$ cat config.mk
export PLATFORM = sky130hd
export DESIGN_NAME = spatz_tcdm_bank_responder
export DESIGN_NICKNAME = d
export VERILOG_FILES = /design/src/rtl/spatz_tcdm_bank_responder.sv
export SDC_FILE = /design/constraint.sdc
export NUM_CORES = 1
export LEC_CHECK = 0
export ABC_AREA = 1
export ABC_CLOCK_PERIOD_IN_PS = 5500
export CAP_MARGIN = 20
export CELL_PAD_IN_SITES_DETAIL_PLACEMENT = 0
export CELL_PAD_IN_SITES_GLOBAL_PLACEMENT = 1
export CORE_MARGIN = 5
export CORE_UTILIZATION = 36
export CTS_CLUSTER_DIAMETER = 50
export DETAILED_ROUTE_END_ITERATION = 10
export PLACE_DENSITY = 0.81
export RECOVER_POWER = 100
export SYNTH_ARGS = -nofsm -noshare
export SYNTH_HDL_FRONTEND = slang
export SYNTH_SLANG_ARGS = --single-unit
$ cat constraint.sdc
create_clock -name clk_i -period 5.5 [get_ports clk_i]
set_clock_uncertainty 0.15 [all_clocks]
set_input_delay 1.65 -clock clk_i [delete_from_list [all_inputs] [get_ports clk_i]]
set_output_delay 1.65 -clock clk_i [all_outputs]
set_load 0.005 [all_outputs]
$ cat src/rtl/spatz_tcdm_bank_responder.sv
// TCDM bank responder: bridges one interconnect port to a single-port SRAM,
// executing atomics as a read followed by a one-cycle write-back.
package spatz_tcdm_bank_responder_pkg;
    typedef enum logic [3:0] {
        AMONone = 4'h0, AMOSwap = 4'h1, AMOAdd  = 4'h2, AMOAnd  = 4'h3,
        AMOOr   = 4'h4, AMOXor  = 4'h5, AMOMax  = 4'h6, AMOMaxu = 4'h7,
        AMOMin  = 4'h8, AMOMinu = 4'h9, AMOLR   = 4'hA, AMOSC   = 4'hB
    } amo_op_e;

    typedef struct packed {
        logic [31:0] addr;
        logic        write;
        amo_op_e     amo;
        logic [31:0] data;
        logic [3:0]  strb;
        logic        user;
    } tcdm_req_chan_t;

    typedef struct packed {
        logic           q_valid;
        tcdm_req_chan_t q;
    } tcdm_req_t;

    typedef struct packed {
        logic [31:0] data;
    } tcdm_rsp_chan_t;

    typedef struct packed {
        logic           q_ready;
        tcdm_rsp_chan_t p;
    } tcdm_rsp_t;
endpackage

module spatz_tcdm_bank_responder
    import spatz_tcdm_bank_responder_pkg::*;
#(
    parameter int unsigned MemAddrWidth          = 32,
    parameter int unsigned DataWidth             = 32,
    parameter int unsigned MemoryResponseLatency = 1,
    parameter type         mem_req_t             = tcdm_req_t,
    parameter type         mem_rsp_t             = tcdm_rsp_t
) (
    input  logic                      clk_i,
    input  logic                      rst_ni,
    input  mem_req_t                  mem_req_i,
    output mem_rsp_t                  mem_rsp_o,
    output logic                      sram_req_o,
    output logic                      sram_we_o,
    output logic [MemAddrWidth-1:0]   sram_addr_o,
    output logic [DataWidth-1:0]      sram_wdata_o,
    output logic [DataWidth/8-1:0]    sram_be_o,
    input  logic [DataWidth-1:0]      sram_rdata_i,
    output logic                      dbg_state_o
);
    localparam int NumLanes  = int'(DataWidth / 32);
    localparam int LaneW     = (NumLanes > 1) ? $clog2(NumLanes) : 1;
    localparam int PipeDepth = int'(MemoryResponseLatency) - 1;

    typedef enum logic {Idle = 1'b0, AmoWrite = 1'b1} state_e;

    state_e                  state_q, state_d;
    logic [LaneW-1:0]        lane_d, lane_q;
    logic [31:0]             operand_d, operand_q;
    logic [MemAddrWidth-1:0] addr_q;
    amo_op_e                 op_q;
    logic                    is_rmw, handshake, q_ready;
    logic                    rsp_pending_d, rsp_pending_q;
    logic [31:0]             old_lane, new_lane;
    logic [DataWidth/8-1:0]  lane_be;
    logic [DataWidth-1:0]    rsp_data, rsp_out;
    logic                    unused_user;

    assign unused_user = ^mem_req_i.q.user;

    always_comb begin
        lane_d    = '0;
        operand_d = '0;
        old_lane  = '0;
        lane_be   = '0;
        for (int i = 0; i < NumLanes; i++) begin
            if (mem_req_i.q.strb[4*i +: 4] == 4'hF) lane_d = LaneW'(i);
        end
        for (int i = 0; i < NumLanes; i++) begin
            if (LaneW'(i) == lane_d) operand_d = mem_req_i.q.data[32*i +: 32];
            if (LaneW'(i) == lane_q) begin
                old_lane          = sram_rdata_i[32*i +: 32];
                lane_be[4*i +: 4] = 4'hF;
            end
        end
    end

    always_comb begin
        unique case (mem_req_i.q.amo)
            AMOSwap, AMOAdd, AMOAnd, AMOOr, AMOXor,
            AMOMax, AMOMaxu, AMOMin, AMOMinu: is_rmw = 1'b1;
            default:                          is_rmw = 1'b0;
        endcase
    end

    always_comb begin
        unique case (op_q)
            AMOSwap: new_lane = operand_q;
            AMOAdd:  new_lane = old_lane + operand_q;
            AMOAnd:  new_lane = old_lane & operand_q;
            AMOOr:   new_lane = old_lane | operand_q;
            AMOXor:  new_lane = old_lane ^ operand_q;
            AMOMax:  new_lane = ($signed(old_lane) > $signed(operand_q)) ? old_lane : operand_q;
            AMOMaxu: new_lane = (old_lane > operand_q) ? old_lane : operand_q;
            AMOMin:  new_lane = ($signed(old_lane) < $signed(operand_q)) ? old_lane : operand_q;
            AMOMinu: new_lane = (old_lane < operand_q) ? old_lane : operand_q;
            default: new_lane = old_lane;
        endcase
    end

    // q handshake: a request is taken on a rising clk_i edge where q_valid && q_ready;
    // q_ready never depends on q_valid, and the requester holds q stable until taken.
    always_comb begin
        state_d       = state_q;
        q_ready       = 1'b0;
        handshake     = 1'b0;
        rsp_pending_d = 1'b0;
        sram_req_o    = 1'b0;
        sram_we_o     = 1'b0;
        sram_addr_o   = mem_req_i.q.addr;
        sram_wdata_o  = mem_req_i.q.data;
        sram_be_o     = mem_req_i.q.strb;
        unique case (state_q)
            Idle: begin
                q_ready = 1'b1;
                if (mem_req_i.q_valid) begin
                    handshake  = 1'b1;
                    sram_req_o = 1'b1;
                    if (is_rmw) begin
                        rsp_pending_d = 1'b1;
                        state_d       = AmoWrite;
                    end else if (mem_req_i.q.amo == AMOSC) begin
                        sram_we_o = 1'b1;
                    end else if (mem_req_i.q.amo == AMONone && mem_req_i.q.write) begin
                        sram_we_o = 1'b1;
                    end else begin
                        rsp_pending_d = 1'b1;
                    end
                end
            end
            AmoWrite: begin
                sram_req_o   = 1'b1;
                sram_we_o    = 1'b1;
                sram_addr_o  = addr_q;
                sram_be_o    = lane_be;
                sram_wdata_o = {NumLanes{new_lane}};
                state_d      = Idle;
            end
            default: state_d = Idle;
        endcase
        // Keep the SRAM quiet and refuse requests for the whole reset window.
        if (!rst_ni) begin
            q_ready    = 1'b0;
            handshake  = 1'b0;
            sram_req_o = 1'b0;
            sram_we_o  = 1'b0;
        end
    end

    always_ff @(posedge clk_i or negedge rst_ni) begin
        if (!rst_ni) begin
            state_q       <= Idle;
            rsp_pending_q <= 1'b0;
            lane_q        <= '0;
            operand_q     <= '0;
            addr_q        <= '0;
            op_q          <= AMONone;
        end else begin
            state_q       <= state_d;
            rsp_pending_q <= rsp_pending_d;
            if (handshake && is_rmw) begin
                lane_q    <= lane_d;
                operand_q <= operand_d;
                addr_q    <= mem_req_i.q.addr;
                op_q      <= mem_req_i.q.amo;
            end
        end
    end

    // The AMO response is the old word, which is still on sram_rdata_i during AmoWrite.
    assign rsp_data = rsp_pending_q ? sram_rdata_i : '0;

    if (PipeDepth == 0) begin : gen_no_pipe
        assign rsp_out = rsp_data;
    end else begin : gen_pipe
        logic [DataWidth-1:0] pipe_q [PipeDepth];
        always_ff @(posedge clk_i or negedge rst_ni) begin
            if (!rst_ni) begin
                for (int i = 0; i < PipeDepth; i++) pipe_q[i] <= '0;
            end else begin
                pipe_q[0] <= rsp_data;
                for (int i = 1; i < PipeDepth; i++) pipe_q[i] <= pipe_q[i-1];
            end
        end
        assign rsp_out = pipe_q[PipeDepth-1];
    end

    always_comb begin
        mem_rsp_o         = '0;
        mem_rsp_o.q_ready = q_ready;
        mem_rsp_o.p.data  = rsp_out;
    end

    assign dbg_state_o = (state_q == AmoWrite);
endmodule
---- Word level (Yosys, flattened, before mapping) ----
Memory sizes are Yosys's and may differ from the RTL's.
Cells that the tools add are included.
operators by class
  add/subtract/negate cells ............... 1
  order comparisons ....................... 4
  equal/unequal tests ..................... 10
  muxes and demuxes ....................... 30
  bitwise operators ....................... 4
  reductions and logical operators ........ 3
operators by type and width
  kind                                                 number
  case mux 32 bit (9 select lines)                     1
  two-way mux 32 bit                                   7
  greater-than comparator 32 bit                       2
  less-than comparator 32 bit                          2
  adder 32 bit                                         1
  bitwise AND 32 bit                                   1
  OR 32 bit                                            1
  XOR 32 bit                                           1
  two-way mux 1 bit                                    18
  equality test 4 x 3 -> 1 bit, second input constant  4
  equality test 4 bit, second input constant           3
  equality test 4 x 2 -> 1 bit, second input constant  2
  case mux 1 bit (2 select lines)                      3
  equality test 4 x 1 -> 1 bit, second input constant  1
  zero test 4 bit                                      1
  two-way mux 4 bit                                    1
  logical AND 1 bit                                    2
  inverter 1 bit                                       1
storage, ports and cells
  register bits ........................... 70
  bits in read-only memories .............. 16
  output and inout bits ................... 104
  logic and storage cells ................. 58
  memories ................................ 1
memories
  name              words  bits a word  read ports  clocked after memory_dff  write ports  line  source
  (name not given)  16     1            1           0                         0            93    unique case (mem_req_i.q.amo)

---- Longest topological paths before layout ----
  depth in word-level cells ............... 8
  mapped depth ............................ 21
  mapped depth without buffers ............ 21

---- Worst setup path before layout ----
No wires, ideal clock.
  path type ............................... in2out
  from .................................... in sram_rdata_i[25]
  to ...................................... out sram_wdata_o[17]
  arrival ................................. 3,647 ps
  required time ........................... 3,700 ps
  slack ................................... 53 ps
  cell stages on the path ................. 16
  buffers on the path ..................... 3
  cell sequence ........................... inv_1 -> ha_1 -> buf_2 -> nor2_1 -> nand2_1 -> nor2_2 -> and3_1 -> nand2_2 -> nand2_4 -> buf_2 -> buf_2 -> nand2_1 -> o211ai_1 -> nand3_1 -> o21bai_1 -> nand2_1
between the ends
  cells in the longest elaborated chain, start to end .. 4
RTL lines
  element                                                    line  source
  start: declaration                                         52    input logic [DataWidth-1:0] sram_rdata_i,
  less-than comparator 32 bit, or another cell as far along  110   AMOMinu: new_lane = (old_lane < operand_q) ? old_lane : operand_q;
  two-way mux 32 bit (on tied branches)                      n/a
  case mux 32 bit (9 select lines) (*)                       101   unique case (op_q)
  two-way mux 32 bit (*)                                     127   unique case (state_q)
  end: declaration                                           50    output logic [DataWidth-1:0] sram_wdata_o,
Every way passes the cells marked *; elsewhere a longest branch is shown, timed or not.

---- Final worst setup path ----
  from .................................... in sram_rdata_i[12]
  to ...................................... out sram_wdata_o[0]
The elaborated chain is that of the path after synthesis.

==> out/metrics.yaml <==
hold_buffers: 0
multi_input_area_sq_um: 8900
violations: "max-capacitance violations, max-slew violations, negative setup slack"
wl_per_cell_um: 19.1
syn-cell-area_sq_um: 10500
root_buffer: "clkbuf_16"
ant_nets: 0
critPathRequiredTime_ps: 3700
synth_top_family_by_area: "simple AND/OR/NAND/NOR gates"
synth_enable_flop_cells: 0
max_freq_mhz: 170
start_kind: "input pin"
design.die.area_sq_um: 32600
synth_top_area_share: 0.198
drc: 0
worst_pin_slew_ps: 1720
num-fill-cells: 2646
period_needed_ps: 5880
die_w_um: 181
drt-total-wl_um: 52100
rsz0062_at_grt: "true"
dp_hpwl_um: 34300
vias: 14787
cts_max_level: 3
peakVddDrop_mv: 0.184
diodes: 0
cts_buffers: 9
cts_sinks: 70
setup.worst_path.end_class: "output pin"
coreArea_sq_um: 28700
firstDrtPassIters: 6
syn_avg_cell_area_sq_um: 5.61
grt.overflow.total: 0
crit_type: "input pin to output pin"
crit_chain: "clkdlybuf4s15_2 -> buf_4 -> ha_1 -> a21oi_2 -> o21ai_2 -> nor2_2 -> nand2_4 -> nand2_8 -> nand2_8 -> buf_6 -> nand2_8 -> buf_12 -> buf_12 -> buf_6 -> nand2_4 -> nand3_2 -> nand2_1 -> inv_1 -> nand3_1 -> o21bai_1 -> nand2_1 -> buf_2"
synth.area.top_cells: "nand2_1 20%, dfrtp_1 17%, nand3_1 12%, ha_1 11%, inv_1 8.0%"
io_buffers: 211
drv_cap: 3
syn_to_final_growth_pct: 68.8
slowest_stage: "clkdlybuf4s15_2"
clk_pin_slew_ps: 60
critPathMaxStageDelay_ps: 220
drv_slew: 98
layout_setup_ws_ps: -385
clk_latency_ps: 370
synth_cells: 1869
async_flop_share: 1.00
dp.cells: 2623
io_pins: 213
synth-simple-area-share: 0.414
worstPathArrival_ps: 4080
slew_headroom: -0.148
ys_types: 38
grt_pass1_vias: 14329
yosysTopAreaCell: "nand2_1"
drt_iter0_drc: 1365
drive_gt1_frac: 0.310
grt_pass1_wl_um: 79900
synthesis.nets: 2075
hold_class: "flip-flop to flip-flop"
gp_congestion: 1.03
antenna_found_initial: 0
setup_viol: 32
cts_buffer_depth: 2
rows: 62
hold_violations: 0
ys_ff_latch: 70
yosys_warnings: 0
crit_fanout: 6
fin_cells: 2733
power_density_nw_per_um2: 311
synthMuxAreaShare: 0
synth_compound_area_frac: 0.180
initial_core_util: 0.365
cts_tree: "yes"
synth_xor_area_frac: 0
synth_ff_type: "dfrtp_1"
vias_per_cell: 5.41
ys_seq_area_frac: 0.167
seq_area_sq_um: 1750
status: "complete, but fails checks"
preCtsSetupSlack_ps: -1270
grt_max_degree: 81
finalCritPeriodShare: 1.07
finalNetCount: 2550
crit_top_cell: "nand2_8"
synth_fa_ha_area_frac: 0.116
grt_util_all_layers: 0.302
p_leak_uw: 0.00880
die_h_um: 181
cells in the mapped netlist, drive strengths merged, types with 10 or more instances:
library cell,n
o211ai,15
inv,226
a221oi,10
buf,33
a21oi,132
nand2,559
nor3,13
ha,96
clkbuf,69
nor2,172
o21bai,10
nand3,254
dfrtp,70
o21ai,134
nand4,19
metal layers:
layer / share of wire / vias up / track usage
li1: - / 7046 / -
met1: 0.41 / 6794 / 0.392
met5: 0 / - / 0
met3: 0.098 / 172 / 0.0719
met4: 0.051 / 0 / 0.134
met2: 0.44 / 775 / 0.478
flip-flops by register name, indices dropped and copies added (netlist names):
| name | cells |
|---|---|
| addr_q | 32 |
| operand_q | 32 |
| op_q | 4 |
| dbg_state_o | 1 |
| rsp_pending_q | 1 |
worst paths after layout:
check                                 startpoint               to  slack (ps)  cells past startpoint
worst min-delay path                  addr_q[11]       addr_q[11]         340                      2
worst max-delay path            sram_rdata_i[12]  sram_wdata_o[0]        -380                     22
min in group asynchronous                 rst_ni    operand_q[11]        2030                      2
max in group asynchronous                 rst_ni      dbg_state_o         890                      3
worst max register to register       dbg_state_o       addr_q[15]        2170                      7
worst min register to register        addr_q[11]       addr_q[11]         340                      2
worst max-delay path: cells and delay by family:
kind                       cells  cell delay (ps)
adders and majority gates      1              200
buffers and inverters          8             1070
AOI/OAI and AO/OA              3              350
and+or+nand+nor               10              800
layout make-up:
class                      count  area share
sequential                    70      0.0990
clock buffer                   9      0.0127
timing repair buffer         566       0.302
tap                          384      0.0271
multi-input combinational   1469       0.503
clock inverter                 7     0.00580
inverter                     228      0.0505
power by group:
group	total, uW	internal (uW)	switching (uW)
logic	4080	1870	2220
registers	715	620	95.6
clock network	708	405	303
cells by family (layout without fill, tap and decap cells):
group | Yosys count | in the layout
buf+inv | 330 | 810
simple gates | 1035 | 1035
flops | 70 | 70
fa+ha+maj | 97 | 97
compound gates | 337 | 337
stage by stage:
| step | TNS (ps) | utilization | hold WS, ps | cell area [sq um] | power [uW] |
|---|---|---|---|---|---|
| after global routing | -18220 | 0.617 | 357 | 17700 | 5830 |
| after detailed placement | -38270 | 0.514 | 326 | 14800 | 3660 |
| after global placement | -37720 | 0.514 | 315 | 14800 | 3620 |
| after floorplan | 0 | - | 303 | 10500 | 2270 |
| final | -10320 | 0.617 | 338 | 17700 | 5510 |
| after CTS | -9680 | 0.604 | 341 | 17300 | 5280 |
repair_timing:
| item | in CTS | in global routing |
|---|---|---|
| setup endpoints to repair | 32 | 32 |
| pin swaps | 163 | 103 |
| gates cloned | 13 | 2 |
| resized for setup | 590 | 112 |
| setup buffers | 77 | 10 |
layout by cell type, fill, tap and decap left out, types with 54 or more instances in the layout:
cell type | Yosys | layout
a21oi_1 | 131 | 101
buf_4 | 4 | 265
clkdlybuf4s50_1 | 0 | 81
dfrtp_1 | 70 | 69
dlygate4sd3_1 | 0 | 65
ha_1 | 96 | 57
inv_1 | 224 | 173
nand2_1 | 552 | 501
nand3_1 | 253 | 192
nand3_2 | 1 | 54
nor2_1 | 171 | 143
o21ai_0 | 132 | 117
Note: power is estimated with default switching activity, not from simulation.
